===== config.mk =====
export PLATFORM = sky130hd
export DESIGN_NAME = conv_seq_ctrl
export DESIGN_NICKNAME = d
export VERILOG_FILES = /design/src/rtl/conv_seq_ctrl.sv
export SDC_FILE = /design/constraint.sdc
export NUM_CORES = 1
export LEC_CHECK = 0
export ABC_AREA = 1
export CAP_MARGIN = 20
export CORE_ASPECT_RATIO = 0.7
export CORE_MARGIN = 4
export CORE_UTILIZATION = 55
export CTS_BUF_LIST = sky130_fd_sc_hd__clkbuf_8
export CTS_CLUSTER_DIAMETER = 200
export DETAILED_ROUTE_END_ITERATION = 7
export GPL_ROUTABILITY_DRIVEN = 0
export HOLD_SLACK_MARGIN = 0.06
export PLACE_DENSITY_LB_ADDON = 0.08
export SYNTH_ARGS = -nofsm -noshare
export SYNTH_HDL_FRONTEND = slang
export SYNTH_SLANG_ARGS = --single-unit

===== constraint.sdc =====
create_clock -name clk -period 2.4 [get_ports clk]
set_input_delay 0.36 -clock clk [delete_from_list [all_inputs] [get_ports clk]]
set_output_delay 0.36 -clock clk [all_outputs]
set_load 0.05 [all_outputs]

===== src/rtl/conv_seq_ctrl.sv =====
// conv_seq_ctrl: load/compute/output sequencer for the 1-D conv datapath.
// Optional `CONV_FILTER_REUSE_EN: keep taps loaded after the first run.
module conv_seq_ctrl #(
  parameter int DATA_N      = 8,
  parameter int FILTER_N    = 4,
  parameter int CONV_N      = DATA_N - FILTER_N + 1,
  parameter int LG_DATA_N   = $clog2(DATA_N),
  parameter int LG_FILTER_N = $clog2(FILTER_N),
  parameter int LG_CONV_N   = $clog2(CONV_N)
) (
  input  logic                   clk,
  input  logic                   reset,
  input  logic                   s_valid_x,
  output logic                   s_ready_x,
  input  logic                   s_valid_f,
  output logic                   s_ready_f,
  input  logic                   m_ready_y,
  output logic                   m_valid_y,
  output logic [LG_DATA_N-1:0]   addr_x,
  output logic                   wr_en_x,
  output logic [LG_FILTER_N-1:0] addr_f,
  output logic                   wr_en_f,
  output logic                   clear_acc,
  output logic                   en_acc,
  output logic                   run_done
);

  typedef enum logic [1:0] {
    S_LOAD,
    S_COMP,
    S_OUT
  } state_t;

  localparam logic [LG_DATA_N:0] X_FULL =
    (LG_DATA_N+1)'(DATA_N);
  localparam logic [LG_FILTER_N:0] F_FULL =
    (LG_FILTER_N+1)'(FILTER_N);
  localparam logic [LG_FILTER_N-1:0] K_LAST =
    LG_FILTER_N'(FILTER_N-1);
  localparam logic [LG_CONV_N-1:0] N_LAST =
    LG_CONV_N'(CONV_N-1);

  state_t                 r_state, w_state_nxt;
  logic [LG_DATA_N:0]     r_cnt_x, w_cnt_x_nxt;
  logic [LG_FILTER_N:0]   r_cnt_f, w_cnt_f_nxt;
  logic [LG_FILTER_N-1:0] r_k, w_k_nxt;
  logic [LG_CONV_N-1:0]   r_n, w_n_nxt;
  logic                   r_live;
  logic                   w_f_reuse;
  logic                   w_full_x;
  logic                   w_full_f;
  logic [LG_DATA_N-1:0]   w_nk;

`ifdef CONV_FILTER_REUSE_EN
  logic r_floaded;

  always_ff @(posedge clk) begin
    if (reset) begin
      r_floaded <= 1'b0;
    end else if (w_cnt_f_nxt == F_FULL) begin
      r_floaded <= 1'b1;
    end
  end

  assign w_f_reuse = r_floaded;
`else
  assign w_f_reuse = 1'b0;
`endif

  assign w_full_x = (r_cnt_x == X_FULL);
  assign w_full_f = (r_cnt_f == F_FULL) | w_f_reuse;
  assign w_nk     = LG_DATA_N'(r_n) + LG_DATA_N'(r_k);

  // r_live keeps every output low for the cycle right after reset
  always_ff @(posedge clk) begin
    if (reset) begin
      r_state <= S_LOAD;
      r_cnt_x <= '0;
      r_cnt_f <= '0;
      r_k     <= '0;
      r_n     <= '0;
      r_live  <= 1'b0;
    end else begin
      r_state <= w_state_nxt;
      r_cnt_x <= w_cnt_x_nxt;
      r_cnt_f <= w_cnt_f_nxt;
      r_k     <= w_k_nxt;
      r_n     <= w_n_nxt;
      r_live  <= 1'b1;
    end
  end

  always_comb begin
    w_state_nxt = r_state;
    w_cnt_x_nxt = r_cnt_x;
    w_cnt_f_nxt = r_cnt_f;
    w_k_nxt     = r_k;
    w_n_nxt     = r_n;
    s_ready_x   = 1'b0;
    s_ready_f   = 1'b0;
    m_valid_y   = 1'b0;
    wr_en_x     = 1'b0;
    wr_en_f     = 1'b0;
    clear_acc   = 1'b0;
    en_acc      = 1'b0;
    run_done    = 1'b0;
    addr_x      = '0;
    addr_f      = '0;
    unique case (r_state)
      S_LOAD: begin
        if (r_live) begin
          s_ready_x   = ~w_full_x;
          s_ready_f   = ~w_full_f;
          wr_en_x     = s_valid_x & ~w_full_x;
          wr_en_f     = s_valid_f & ~w_full_f;
          addr_x      = r_cnt_x[LG_DATA_N-1:0];
          addr_f      = r_cnt_f[LG_FILTER_N-1:0];
          w_cnt_x_nxt = r_cnt_x + (LG_DATA_N+1)'(wr_en_x);
          w_cnt_f_nxt = r_cnt_f + (LG_FILTER_N+1)'(wr_en_f);
          if ((w_cnt_x_nxt == X_FULL) &&
              ((w_cnt_f_nxt == F_FULL) || w_f_reuse)) begin
            w_state_nxt = S_COMP;
            w_k_nxt     = '0;
            w_n_nxt     = '0;
          end
        end
      end
      S_COMP: begin
        en_acc    = 1'b1;
        clear_acc = (r_k == '0);
        addr_x    = w_nk;
        addr_f    = r_k;
        if (r_k == K_LAST) begin
          w_state_nxt = S_OUT;
        end else begin
          w_k_nxt = r_k + 1'b1;
        end
      end
      S_OUT: begin
        m_valid_y = 1'b1;
        addr_x    = w_nk;
        addr_f    = r_k;
        if (m_ready_y) begin
          if (r_n == N_LAST) begin
            run_done    = 1'b1;
            w_state_nxt = S_LOAD;
            w_cnt_x_nxt = '0;
            w_cnt_f_nxt = '0;
          end else begin
            w_state_nxt = S_COMP;
            w_n_nxt     = r_n + 1'b1;
            w_k_nxt     = '0;
          end
        end
      end
      default: w_state_nxt = S_LOAD;
    endcase
  end

endmodule

Word-level counts from Yosys, hierarchy flattened
Cells that the tools add are included.
{"block": "totals", "out_inout_bits": 13, "wordCells": 84, "in_bits": 5, "regBits": 15}
{"block": "classes", "n_addsub": 5, "eq_ne": 15, "reduce_logical": 10, "bitwise": 4, "n_mux": 44}
{"cell": "two-way mux 3 bit", "n": 8}
{"cell": "two-way mux 2 bit", "n": 10}
{"cell": "case mux 3 bit (2 select lines)", "n": 3}
{"cell": "two-way mux 1 bit", "n": 16}
{"cell": "!= test 2 bit, second input constant", "n": 7}
{"cell": "two-way mux 4 bit", "n": 3}
{"cell": "case mux 2 bit (3 select lines)", "n": 2}
{"cell": "equality test 3 bit, second input constant", "n": 3}
{"cell": "equality test 4 bit, second input constant", "n": 2}
{"cell": "case mux 4 bit (2 select lines)", "n": 1}
{"cell": "AND reduction 4 bit", "n": 2}
{"cell": "AND reduction 6 bit", "n": 1}
{"cell": "AND reduction 5 bit", "n": 1}
{"cell": "adder 4 x 1 -> 4 bit", "n": 1}
{"cell": "equality test 2 bit, second input constant", "n": 2}
{"cell": "logical NOT 2 bit", "n": 2}
{"cell": "case mux 2 bit (2 select lines)", "n": 1}
{"cell": "adder 3 x 1 -> 3 bit", "n": 1}
{"cell": "adder 3 x 1 -> 3 bit, second input constant", "n": 1}
{"cell": "adder 3 x 2 -> 3 bit", "n": 1}
{"cell": "nonzero test 3 bit", "n": 1}
{"cell": "adder 2 x 1 -> 2 bit, second input constant", "n": 1}
{"cell": "bitwise AND 1 bit", "n": 2}
{"cell": "equality test 2 x 1 -> 1 bit, second input constant", "n": 1}
{"cell": "other kinds (4)", "n": 5}

Logic depth before layout (Yosys ltp)
Gate-level depths: netlist of run 1.
{"block": "logic_depth", "ltp_word": 9, "ltp_mapped": 15, "ltp_nobuf": 15}

Least setup slack after synthesis of run 1
No wires, ideal clock.
{"block": "synth_timing", "path_kind": "reg2out", "startpoint": "reg r_state[0]", "endpoint": "out run_done", "path_buffers": 0, "arrival_ns": 1.950, "t_required_ns": 2.040, "path_slack_ns": 0.090, "stages_incl_launch_ff": 5, "path_cell_list": "dfxtp_1 -> inv_1 -> ha_1 -> nand3_1 -> nor2_1"}
{"block": "synth_via", "elab_chain_cells": 2}
{"element": "start, declared", "line_no": "43", "source": "state_t r_state, w_state_nxt;"}
{"element": "start signal, assigned", "line_no": "84", "source": "r_state <= w_state_nxt;"}
{"element": "equality test 2 bit", "line_no": "109", "source": "unique case (r_state)"}
{"element": "two-way mux 1 bit", "line_no": "109"}
{"element": "end, declared", "line_no": "25", "source": "output logic run_done"}
No other way between the ends.

Worst setup path after layout of run 1
{"block": "layout_timing", "startpoint": "reg r_state[1]", "endpoint": "out clear_acc"}
{"block": "layout_via", "elab_chain_cells": 2}
{"element": "equality test 2 x 1 -> 1 bit", "line_no": "109"}
{"element": "two-way mux 1 bit", "line_no": "109"}
{"element": "end, declared", "line_no": "23", "source": "output logic clear_acc,"}
No other way between the ends.

==> results of run 1 <==
## power breakdown
group	total (mW)	leakage (nW)	switching (mW)	internal (mW)
Combinational	0.430	0.569	0.282	0.149
Sequential	0.312	0.122	0.0380	0.274
Clock	0.209	0.0269	0.0952	0.114
Total	0.952	0.718	0.415	0.537
## worst min-delay path, stage by stage, from the launching register on
cell     delay, ps
dfxtp_1        330
nand2_2         70
a21oi_2         40
## repair_timing
item                                    CTS  global route
gates resized for setup                   0             1
hold buffers                              0             0
endpoints found under the setup margin    0             5
hold endpoints to repair                  0             0
## flip-flops by register name, indices dropped and copies added, names as in the netlist
name     flops
r_state      2
r_live       1
r_cnt_x      4
r_k          2
r_n          3
r_cnt_f      3
## stage by stage
stage	utilization, %	cells
6_report	75.44	211
5_1_grt	75.44	211
4_1_cts	75.11	211
3_5_place_dp	72.79	207
3_3_place_gp	72.79	207
2_1_floorplan	-	167
## how the worst max path moves through the flow
stage                 endpoint  slack (ps)  cells past startpoint
floorplan             run_done          90                      4
global placement    r_state[0]         140                     13
detailed placement      r_n[1]          80                     14
CTS                 r_state[1]         130                     13
global route         clear_acc          30                      5
finish               clear_acc         130                      5
## final cells by class
| type | instances | area, sq um |
|---|---|---|
| clock buffers | 3 | 41.29 |
| clock inverters | 1 | 3.754 |
| well taps | 22 | 27.53 |
| inverters | 20 | 75.07 |
| fillers | 146 | 475.5 |
| repair buffers | 20 | 217.7 |
| multi-input cells | 130 | 794.5 |
| flip-flops and latches | 15 | 300.3 |
## layout by cell type, fill, tap and decap left out
cell / n
nor2_2: 2
nand2_4: 2
nand3_1: 11
a21oi_1: 9
o22ai_4: 1
xnor2_1: 1
clkdlybuf4s50_1: 7
buf_12: 4
inv_1: 18
clkbuf_8: 3
inv_2: 2
fa_1: 1
nor3_4: 1
nand3_2: 1
nor2_1: 26
or2_2: 1
clkinv_1: 1
nor4_2: 1
nand4_1: 1
xor2_1: 1
nor3_1: 3
a21oi_2: 7
ha_1: 14
dfxtp_1: 15
nand2_2: 10
buf_4: 9
nand2_1: 37
## layer usage
layer | track usage, % | vias to the layer above
li1 | - | 574
met1 | 26.60 | 532
met2 | 36.06 | 30
met3 | 4.878 | 3
met4 | 5.150 | 0
met5 | 0 | -
## kinds of logic after synthesis
kind of cell	synth area share, %
compound gates	10.74
xor+xnor	1.490
fa+ha+maj	16.60
buf+inv	7.446
flops	25.53
simple gates	38.19
==> metrics, run 1 <==
status=completed; Cell Chain, Critical Path=inv_1 -> ha_1 -> nand2_1 -> inv_1 -> clkdlybuf4s50_1; Post-Syn Instances=167; area leader, netlist=dfxtp_1; # setup viols final=0; cell family with most CP delay=buffers and inverters; TritonRoute pass-1 iters=4; Routed WL=2850 um; met2 WL=1324 um; HP Start=r_cnt_f[2]; antenna violations before repair=0; top-count cell post-synth=nand2_1; vias in the first global route=1022; Final Slew Violations=0; top cell type's share of synthesized area=25.53%; synth cell count leaders=nand2_1 (37), nor2_1 (26), inv_1 (17); share of cells above drive strength 1=23.28%; Clk Latency, worst-skew pair=250 ps; Hold Crit Class=flop to flop; routed vias=1139; Post-CTS Setup Bufs=0; ANT cells=0; CTS root buf=clkbuf_8; startpoint types=flop; crit path from=r_state[1]; Mapped Area=1176 sq um; Final WS setup=127.1 ps; worst r2r dst=r_n[1]; H-tree levels=1; I/O Buffers=17; nets=210; Starting Density=60.76%; Crit Path Max Fanout=6; Routed Antenna Nets=0; Area growth syn-to-layout=24.15%; CORE AREA=1936 sq um; max-cap violation count=0; Tightest Pin Transition=507.0 ps; Total GRT Usage=20.76%; RSZ-0062 raised after global routing=false; DRC violations left=0; hold path depth=2; first-pass GRT wire length=4685 um; IO Pins=18; Mapped Nets=187; Highest Signal Layer=met4; dpl cell area=1409 sq um; CTS Buf Count=3; top cells by area, synth=dfxtp_1 (26%), ha_1 (15%), nand2_1 (12%), nor2_1 (8.3%), inv_1 (5.4%); worst hold margin=484.7 ps; clock sink count=15; critical path's slowest cell=clkdlybuf4s50_1; total congestion overflow=0; Synth Warn #=0; Total Die Area=2954 sq um; clock buffer depth=2; number of synthesized flops with an enable pin=0; pre-CTS setup slack=76.61 ps; Finished Cell Area=1460 sq um; Hold Crit Endpoint=r_cnt_f[2]; Final Cycle Share=94.71%; #FFs+latches synth=15; CP Data Arrival Time=1910 ps; fmax=440.0 MHz; Slew HR=66.10%; CP Class=flop to primary output; Power, Total=0.9516 mW; Worst R2R Setup Slack=180 ps; post-DP HPWL=2279 um; Leak Pwr=0.7176 nW; Max IR drop VDD=0.3997 mV; M1 WL=1335 um; worst-case reg-to-reg path depth=13; worst path bufs/invs=3; DR vias/cell=5.398; Hold Fails Final Rpt=0; crit path time final=2273 ps; most used cell, CP=inv_1; met3 WL post-DR=172 um; Reg clk slew, reported paths=60 ps; DIE HEIGHT=46.69 um; asr flop ratio synth=0%; post-synthesis cell type count=25; Avg Synthesized Cell Area=7.043 sq um; slowest cell delay on critical path=800 ps; RR Startpoint=r_cnt_x[1]; setup TNS=0 ps; ys flop type=dfxtp_1; clk_skew=1.373 ps; Rows=13; CP Capture Type=primary output; TritonCTS clock tree=yes; Iter 0 DRT Violations=96; largest net degree at the start of global routing=10; DR WL/cell=13.51 um; Die Wd=63.27 um; worst path required time=2040 ps; pwr/cell area=651.7 nW/um^2; sequential area share after synthesis=25.53%
(Power assumes the default switching activity.)
==> inputs of run 2 (changes only) <==
Settings changed: MAX_ROUTING_LAYER set to met4.
==> results of run 2 <==
Same layout as run 1: the final DEF is identical, and so are final timing and power.
Among the figures that moved: overall routing resource usage 20.76% -> 21.40%
==> variant (config.mk and constraints of run 1) <==
Set the parameter `DATA_N` to 16 (it was 8).
--- a/src/rtl/conv_seq_ctrl.sv
+++ b/src/rtl/conv_seq_ctrl.sv
@@ -1,7 +1,7 @@
 // conv_seq_ctrl: load/compute/output sequencer for the 1-D conv datapath.
 // Optional `CONV_FILTER_REUSE_EN: keep taps loaded after the first run.
 module conv_seq_ctrl #(
-  parameter int DATA_N      = 8,
+  parameter int DATA_N      = 16,
   parameter int FILTER_N    = 4,
   parameter int CONV_N      = DATA_N - FILTER_N + 1,
   parameter int LG_DATA_N   = $clog2(DATA_N),
Interface: changed (resized addr_x); port bits go from 18 to 19. The function was not compared with the original's and may differ.
==> variant against run 1 <==
Area after synthesis up 14%. Final area up 14%. Register-to-register slack better by 40 ps. Maximum frequency about the same. Non-clock buffer count down 2. Critical path depth unchanged. Die area up 12%. Count of clock-buffer cells in the layout unchanged. Setup slack better by 0.91 ps. Routed wire length up 20%. Sequential cell count up 2.
Power is not compared: it rests on default switching activity, and its combinational part moved more than twofold at a synthesized area within 25%.
==> variant: results (changes against run 1) <==
Parameter                              Value

Synthesis
  Number of distinct standard cells referenced by the synthesized netlist    31 (was 25)
  Top post-synthesis cells by count    sky130_fd_sc_hd__nand2_1, sky130_fd_sc_hd__a21oi_1, sky130_fd_sc_hd__inv_1 (was sky130_fd_sc_hd__nand2_1, sky130_fd_sc_hd__nor2_1, sky130_fd_sc_hd__inv_1)
  Most area-consuming cells after synthesis    sky130_fd_sc_hd__dfxtp_1, sky130_fd_sc_hd__ha_1, sky130_fd_sc_hd__nand2_1, sky130_fd_sc_hd__a21oi_1, sky130_fd_sc_hd__nand3_1 (was sky130_fd_sc_hd__dfxtp_1, sky130_fd_sc_hd__ha_1, sky130_fd_sc_hd__nand2_1, sky130_fd_sc_hd__nor2_1, sky130_fd_sc_hd__inv_1)
  Post-synthesis adder-cell area fraction    15.47% (was 16.60%)
  Complex-gate fraction of the synthesized area    17.05% (was 10.74%)
  Sequential share of the synthesized area    25.35% (was 25.53%)
  Synth async-reset ratio    0% (unchanged)
  Syn nets    213 (was 187)
  Area share of xor/xnor cells in the synthesized design    0.6524% (was 1.489%)

Pwr
  Combinational Power    0.122 mW
  Reported leakage power    0.7630 nW

Cells and area
  Largest registers    r_cnt_x (5), r_n (4), r_cnt_f (3) (was r_cnt_x (4), r_cnt_f (3), r_n (3))
  Layout cells sized above 1    18.87% (was 23.28%)
  Total Nets Final    234 (was 210)
  Antenna diode count    0 (unchanged)

Global route
  Global-route wire length before repair    5561 µm (was 4685 µm)
  Number of global-route vias before repair    1223 (was 1022)
  GRT Resource Usage Total    21.60% (was 20.76%)
  Pin count of the biggest net entering global routing    17 (was 10)

Timing
  Worst setup skew after layout    1.932 ps (was 1.373 ps)
  Transition time of the tightest slew-check pin    514.9 ps (was 507.0 ps)
  Smallest hold slack    506.6 ps (was 484.7 ps)

Placement
  Dpl ws    127.1 ps (was 76.61 ps)
  DPL Wire Length    2498 µm (was 2279 µm)
  Count of input and output buffers    18 (was 17)

Detailed routing
  Number of nets with antenna violations after routing    0 (unchanged)
  Number of vias after detailed routing    1360 (was 1139)
  Iteration-0 DRC count of the detailed router    129 (was 96)
  Total Wirelength    3429 µm (was 2850 µm)

Setup path
  Top fanout value on the critical path    6 (unchanged)
  Reg2Reg Launch Point    r_cnt_x[3] (was r_cnt_x[1])
  Crit path DAT    1910 ps (about the same)
  Depth of the most critical reg-to-reg path    16 (was 13)
  Worst r2r dst    r_state[1] (was r_n[1])
  Critical-path top delay cell    sky130_fd_sc_hd__clkdlybuf4s50_1 (unchanged)
  Reg-to-reg slack, setup    220 ps (was 180 ps)

Clock tree
  Clock latency of the later-clocked register in the worst-skew pair    250 ps (about the same)
  Cell chosen for the clock root    sky130_fd_sc_hd__clkbuf_8 (unchanged)
  Clock-pin slew on the worst setup and hold paths    70 ps
  Maximum clock path buffer count    2 (unchanged)

Min path
  Depth of the worst hold-timing path    2 (unchanged)

Outcome
  Result of the run    completed (unchanged)
variant: cell count changes after synthesis, sizes merged, moves of 2 or more:
cell / before / now
a21o: 0 / 2
a21oi: 16 / 27
dfxtp: 15 / 17
inv: 19 / 25
nand3: 12 / 21
nand4: 1 / 3
nor2: 28 / 17
o21ai: 0 / 5
variant: how the worst max path moves through the flow:
stage | start | to | slack [ps] | cells past startpoint
CTS | r_state[0] | m_valid_y | 60 | 3
global route | r_cnt_x[3] | r_n[1] | -20 | 16
floorplan | r_state[0] | run_done | 70 | 4
global placement | s_valid_x | r_state[0] | 190 | 13
finish | r_state[1] | clear_acc | 130 | 5
detailed placement | s_valid_x | r_state[1] | 130 | 14
variant: metrics by stage:
stage	instances	util [%]	instance area [µm²]	total power [mW]
finish	244	74.05	1660	0.6370
global route	244	74.05	1660	0.6665
CTS	243	72.94	1635	0.6379
detailed placement	239	70.93	1590	0.4243
global placement	239	70.93	1590	0.4212
floorplan	192	-	1343	0.3803
variant: layout make-up:
type	instances	area, µm²
fill	186	581.8
tap	32	40.04
multi-input combinational	148	899.6
sequential	17	344.1
clock inverter	1	3.754
timing repair buffer	18	230.2
clock buffer	3	41.29
inverter	25	101.3
variant: cell families after synthesis:
| family | count (synthesis) |
|---|---|
| fa+ha+maj | 16 |
| compound gates | 36 |
| simple gates | 94 |
| flops | 17 |
| xor+xnor | 1 |
| buf+inv | 28 |
variant: per-layer routing:
layer / track usage, % / vias to the layer above / share of wire, % / wire (µm)
met5: 0 / - / 0 / 0
met4: 5.051 / 0 / 0.96 / 33
met3: 5.760 / 7 / 7.7 / 263
met2: 32.46 / 50 / 45 / 1558
met1: 30.34 / 628 / 46 / 1573
li1: - / 675 / - / -
